### config.mk
export PLATFORM = sky130hd
export DESIGN_NAME = fp_hazard_controller
export DESIGN_NICKNAME = d
export VERILOG_FILES = /design/src/rtl/fp_hazard_controller_pkg.sv /design/src/rtl/load_use_detect.sv /design/src/rtl/fp_hazard_controller.sv
export SDC_FILE = /design/constraint.sdc
export NUM_CORES = 1
export LEC_CHECK = 0
export CAP_MARGIN = 0
export CORE_MARGIN = 2
export CORE_UTILIZATION = 24
export DETAILED_ROUTE_END_ITERATION = 16
export PLACE_DENSITY = 0.72
export SYNTH_ARGS = -nofsm -noshare
export SYNTH_HDL_FRONTEND = slang
export SYNTH_SLANG_ARGS = --single-unit
### constraint.sdc
create_clock -name clk -period 1.5 [get_ports clk]
set_clock_uncertainty 0.15 [all_clocks]
set_input_delay 0.3 -clock clk [delete_from_list [all_inputs] [get_ports clk]]
set_output_delay 0.3 -clock clk [all_outputs]
set_load 0.01 [all_outputs]
### src/rtl/fp_hazard_controller_pkg.sv
// rtl/fp_hazard_controller_pkg.sv - shared pipeline types: FSM states, opcodes, FP wait default
package fp_hazard_controller_pkg;

  typedef enum logic {
    IDLE    = 1'b0,
    FP_WAIT = 1'b1
  } fp_state_t;

  localparam logic [5:0] OP_R    = 6'd0;
  localparam logic [5:0] OP_FP   = 6'd17;
  localparam logic [5:0] OP_ADDI = 6'd8;
  localparam logic [5:0] OP_LW   = 6'd35;
  localparam logic [5:0] OP_SW   = 6'd43;
  localparam logic [5:0] OP_BEQ  = 6'd4;

  localparam int MAX_WAIT_DEFAULT = 15;

  // True when the opcode reads rt as a source; ADDI and LW write rt instead.
  function automatic logic reads_rt(input logic [5:0] op);
    logic r;
    r = 1'b0;
    case (op)
      OP_R, OP_FP, OP_SW, OP_BEQ: r = 1'b1;
      OP_ADDI, OP_LW:             r = 1'b0;
      default:                    r = 1'b0;
    endcase
    return r;
  endfunction

endpackage

### src/rtl/load_use_detect.sv
// rtl/load_use_detect.sv - load-use hazard comparator between ID and a load in EX
module load_use_detect
  import fp_hazard_controller_pkg::*;
(
  input  logic       ex_mem_read,
  input  logic [4:0] ex_rt,
  input  logic [4:0] id_rs,
  input  logic [4:0] id_rt,
  input  logic [5:0] id_opcode,
  output logic       hazard
);

  // Register 0 is hardwired, so a load targeting it never creates a dependency.
  assign hazard = ex_mem_read && (ex_rt != 5'd0) &&
                  ((ex_rt == id_rs) || ((ex_rt == id_rt) && reads_rt(id_opcode)));

endmodule

### src/rtl/fp_hazard_controller.sv
// rtl/fp_hazard_controller.sv - FP adder stall FSM with optional load-use stall (LOAD_USE_HAZARD_EN)
module fp_hazard_controller
  import fp_hazard_controller_pkg::*;
#(
  parameter int MAX_WAIT = MAX_WAIT_DEFAULT
) (
  input  logic       clk,
  input  logic       rst_n,
  input  logic [5:0] id_opcode,
  input  logic [4:0] id_rs,
  input  logic [4:0] id_rt,
  input  logic       ex_mem_read,
  input  logic [4:0] ex_rt,
  input  logic       ex_fp,
  input  logic       fp_done,
  output logic       fp_start,
  output logic       pc_write,
  output logic       ifid_write,
  output logic       idex_hold,
  output logic       exmem_bubble,
  output logic       control_mux_select,
  output logic       fp_timeout
);

  localparam logic [3:0] LAST_WAIT = 4'(MAX_WAIT - 1);

  fp_state_t  state_q, state_d;
  logic [3:0] wait_cnt, wait_cnt_d;
  logic       fp_stall;
  logic       timeout_set;
  logic       load_use;

`ifdef LOAD_USE_HAZARD_EN
  load_use_detect u_load_use_detect (
    .ex_mem_read (ex_mem_read),
    .ex_rt       (ex_rt),
    .id_rs       (id_rs),
    .id_rt       (id_rt),
    .id_opcode   (id_opcode),
    .hazard      (load_use)
  );
`else
  logic unused_load_use_inputs;
  assign unused_load_use_inputs = ^{ex_mem_read, ex_rt, id_rs, id_rt, id_opcode};
  assign load_use = 1'b0;
`endif

  always_ff @(posedge clk or negedge rst_n) begin
    if (!rst_n) begin
      state_q    <= IDLE;
      wait_cnt   <= 4'd0;
      fp_timeout <= 1'b0;
    end else begin
      state_q  <= state_d;
      wait_cnt <= wait_cnt_d;
      if (timeout_set) begin
        fp_timeout <= 1'b1;
      end
    end
  end

  always_comb begin
    state_d     = state_q;
    wait_cnt_d  = wait_cnt;
    fp_start    = 1'b0;
    fp_stall    = 1'b0;
    timeout_set = 1'b0;
    case (state_q)
      IDLE: begin
        if (ex_fp) begin
          fp_start   = 1'b1;
          fp_stall   = 1'b1;
          state_d    = FP_WAIT;
          wait_cnt_d = 4'd0;
        end
      end
      FP_WAIT: begin
        wait_cnt_d = wait_cnt + 4'd1;
        if (fp_done) begin
          state_d = IDLE;
        end else if (wait_cnt == LAST_WAIT) begin
          // This cycle's increment reaches MAX_WAIT: give up and let the pipe move.
          timeout_set = 1'b1;
          state_d     = IDLE;
        end else begin
          fp_stall = 1'b1;
        end
      end
      default: state_d = IDLE;
    endcase
  end

  // FP stall freezes ID/EX; load-use only injects a bubble through the control mux.
  always_comb begin
    pc_write           = 1'b1;
    ifid_write         = 1'b1;
    idex_hold          = 1'b0;
    exmem_bubble       = 1'b0;
    control_mux_select = 1'b0;
    if (fp_stall) begin
      pc_write     = 1'b0;
      ifid_write   = 1'b0;
      idex_hold    = 1'b1;
      exmem_bubble = 1'b1;
    end else if (load_use) begin
      pc_write           = 1'b0;
      ifid_write         = 1'b0;
      control_mux_select = 1'b1;
    end
  end

endmodule
==> impl.org <==
** Status
- Outcome :: finished, violations left
- The final reports fail on negative setup slack.

** Timing
- Final Setup Violations :: 5
- Minimum clock period :: between 1500 and 2000 ps
- The hold violation count in the final report came to 0.
- Fmax :: ~0.56 GHz
- RSZ-0062 raised after global routing :: yes
- Ratio of final minimum period to clock period :: 118%
- The number of pins exceeding their max-slew limit in the final report came to 0.
- Setup slack on the critical path of the routed design comes to -272 ps.

** Power and ir drop
- Across the VDD grid, the largest voltage drop is ~370 uV.
- Final Total Pwr :: 0.650 mW
- Leakage Power :: between 0.2 and 0.3 nW
- Power per standard cell area :: 1230 nW/um^2

** Placed design
- Count of input and output buffers :: 9
- Placement Cell Area :: approximately 460 sq um
- Post-placement cell count :: 60
- At the placement stage, the worst setup path has a slack of -636 ps.
- Routability-driven placement finished with a final weighted congestion of 0.742.
- Detailed placement HPWL :: 482 um

** Clock tree
- Total clock sinks :: 6
- The tree is rooted in a sky130_fd_sc_hd__clkbuf_4.
- After clock tree synthesis, the flow added hold-fix buffers numbering 0.
- In this run the number of H-tree levels came out at 1.
- Clock tree from TritonCTS :: yes
- Clock insertion delay at the later pin of the skew report :: 250 ps
- Total clock buffers created by CTS :: 3
- Clock Tree Buf Depth :: 2
- Clock slew seen by the registers of the worst setup and hold paths :: 50 ps

** Detailed routing
- Detailed-routing iteration count for the pre-antenna-repair pass :: 4
- After detailed routing, the number of remaining DRC violations is 0.
- The detailed router finished its first iteration with 5 violations.
- For this block, the routed nets add up to 724 um of wire.
- Mean routed wirelength per cell :: 10.6 um
- Vias after detailed routing :: between 200 and 300
- In this run the remaining antenna-violating nets after routing total 0.
- After detailed routing, the number of vias per cell comes to around 4.3.

** Global routing
- Global routing consumed, over all layers together, 11.4% of the routing resources.
- Initial antenna violation count :: 0
- Pin count of the biggest net entering global routing :: 7
- Global-route wire length before repair :: between 1000 and 1500 um
- Leftover overflow at the end of global routing :: 0
- The number of global-route vias before repair is 250.

** Final layout
- Layout Nets :: 83
- Syn-to-layout area delta :: 66.9%
- Fraction of final layout cells with drive strength greater than 1 :: a little under half
- Once layout is complete, the cells apart from fillers number 68.
- Total area of sequential cells :: 150 sq um
- Number of filler cells placed in the layout :: ~130
- In the final layout, the multi-input gates occupy between 150 and 200 sq um.
- Inserted Diodes :: 0
- Design Area, Final :: roughly 530 sq um

** Critical path
- Worst R2R Path Depth :: 9
- Worst path arrival time :: around 1300 ps
- The worst setup path is captured at an output pin.
- Worst setup startpoint :: wait_cnt[0]$_DFFE_PN0P_
- Startpoint types :: flop
- The largest individual stage delay along the critical path comes from the cell sky130_fd_sc_hd__dfrtp_1.
- Largest stage delay on the critical path :: 370 ps
- Along the worst path, the maximum fanout reaches 3.
- Setup slack, reg-to-reg :: -190 ps
- The startpoint identified for the worst register-to-register timing path is wait_cnt[0]$_DFFE_PN0P_.
- For the worst setup path, the data required time is 1050 ps.
- Path type of the worst setup path :: flop to output pin
- Traced cell by cell, the critical path runs through inv_1 -> ha_2 -> nand3_4 -> a31oi_4 -> inv_2 -> buf_6.
- Number of buffers and inverters on the critical path :: 3
- Endpoint of the lowest-slack register-to-register path :: state_q$_DFF_PN0_
- Grouping stages by cell kind, the critical path spends the most delay in flip-flops.

** Synth
- Post-synthesis cell area :: ~320 sq um
- Average footprint of a synthesized cell :: 9.63 sq um
- Counting every instance in the synthesized netlist gives 33.
- Synth Warn # :: 0
- The synthesized netlist contains 17 unique library cells.
- After synthesis, flip-flops and latches occupy roughly 47% of the total area.
- EDFF count, synth :: 0
- Area fraction of the dominant cell type after synthesis :: 47.2%
- By count the netlist is led by sky130_fd_sc_hd__dfrtp_1, sky130_fd_sc_hd__inv_1, sky130_fd_sc_hd__nand2_1, sky130_fd_sc_hd__buf_4, sky130_fd_sc_hd__o21ai_0.
- Ranked by total cell area, the synthesized netlist is headed by sky130_fd_sc_hd__dfrtp_1, sky130_fd_sc_hd__ha_1, sky130_fd_sc_hd__buf_4, sky130_fd_sc_hd__o21ai_0, sky130_fd_sc_hd__inv_1.
- In the synthesized netlist the async set-or-reset flop fraction comes to 100%.
- Largest area contributor in the netlist :: sky130_fd_sc_hd__dfrtp_1
- For this run, the leading register cell type out of synthesis is sky130_fd_sc_hd__dfrtp_1.
- By instance count, the leading cell after synthesis is sky130_fd_sc_hd__dfrtp_1.
- Yosys reg bits :: 6
- Synthesis produced a netlist with a net count of 61.

** Floorplanning
- DIE AREA :: 1630 sq um
- In this run the standard cell core region covers 1270 sq um.
- Die width :: around 40 um
- Die outline height :: between 40 and 50 um
- The floorplan has 13 rows.
- Number of top-level pins :: 33
- Once the floorplan was initialized, standard cells occupied 25.0% of the core.

** Run
- Number of max-cap violations :: 0

** Min path
- In this run the worst hold path is classified as input pin to async pin.
==> worst max path at each step <==
stage | cells after the start | end | slack [ps]
after floorplan | 6 | idex_hold | -100
after global placement | 5 | idex_hold | -610
after detailed placement | 5 | exmem_bubble | -640
after CTS | 6 | exmem_bubble | -270
after global routing | 6 | exmem_bubble | -340
final | 6 | exmem_bubble | -270
==> per-layer routing <==
layer	share of wire [%]	routed length [um]	track usage (%)	vias to the layer above
li1	-	-	-	142
met1	40	290	12.1	141
met2	53	382	15.9	9
met3	5.0	36	8.33	2
met4	1.9	14	7.50	0
met5	0	0	0	-
==> area by class of cell <==
| class | instances | area share (%) |
|---|---|---|
| Sequential cell | 6 | 28.3 |
| Multi-Input combinational cell | 19 | 28.8 |
| Clock buffer | 3 | 4.25 |
| Inverter | 5 | 3.54 |
| Tap cell | 15 | 3.54 |
| Timing Repair Buffer | 20 | 31.6 |
==> stage by stage <==
| step | util (%) | hold slack, ps | setup TNS [ps] |
|---|---|---|---|
| after floorplan | - | -146 | -139 |
| after global placement | 36.3 | 310 | -2880 |
| after detailed placement | 36.3 | 318 | -2980 |
| after CTS | 41.2 | 145 | -1210 |
| after global routing | 41.8 | 162 | -1540 |
| final | 41.8 | 151 | -1230 |
==> sequential cells by signal (all words and copies together), names as in the netlist <==
| register | cells |
|---|---|
| fp_timeout | 1 |
| state_q | 1 |
| wait_cnt | 4 |
==> power breakdown <==
part / internal (mW) / total, mW / switching, mW
combinational: 0.149 / 0.266 / 0.117
sequential: 0.200 / 0.231 / 0.0312
clock: 0.0908 / 0.153 / 0.0623
==> what timing repair did <==
item	CTS	global route
resized for setup	28	1
pin swaps	2	1
endpoints found under the setup margin	6	6
buffers inserted	5	0
hold endpoints to repair	0	0
==> kinds of logic after synthesis <==
group | Yosys count | share of synthesized area (%)
adder cells (fa/ha/maj) | 2 | 7.87
XOR/XNOR | 2 | 5.51
AO/OA/AOI/OAI | 6 | 12.6
buffers and inverters | 8 | 13.0
flip-flops | 6 | 47.2
AND/OR/NAND/NOR | 8 | 12.6
other | 1 | 1.18
==> cells in the final DEF (no fill, tap or decap), types with 2 or more instances in the layout <==
master                            instances
sky130_fd_sc_hd__buf_2                    2
sky130_fd_sc_hd__buf_4                   10
sky130_fd_sc_hd__buf_6                    4
sky130_fd_sc_hd__clkbuf_4                 3
sky130_fd_sc_hd__clkdlybuf4s50_1          2
sky130_fd_sc_hd__dfrtp_1                  6
sky130_fd_sc_hd__dlygate4sd2_1            2
sky130_fd_sc_hd__inv_1                    4
sky130_fd_sc_hd__nand2_1                  4
sky130_fd_sc_hd__o21ai_0                  3
(Power assumes the default switching activity.)
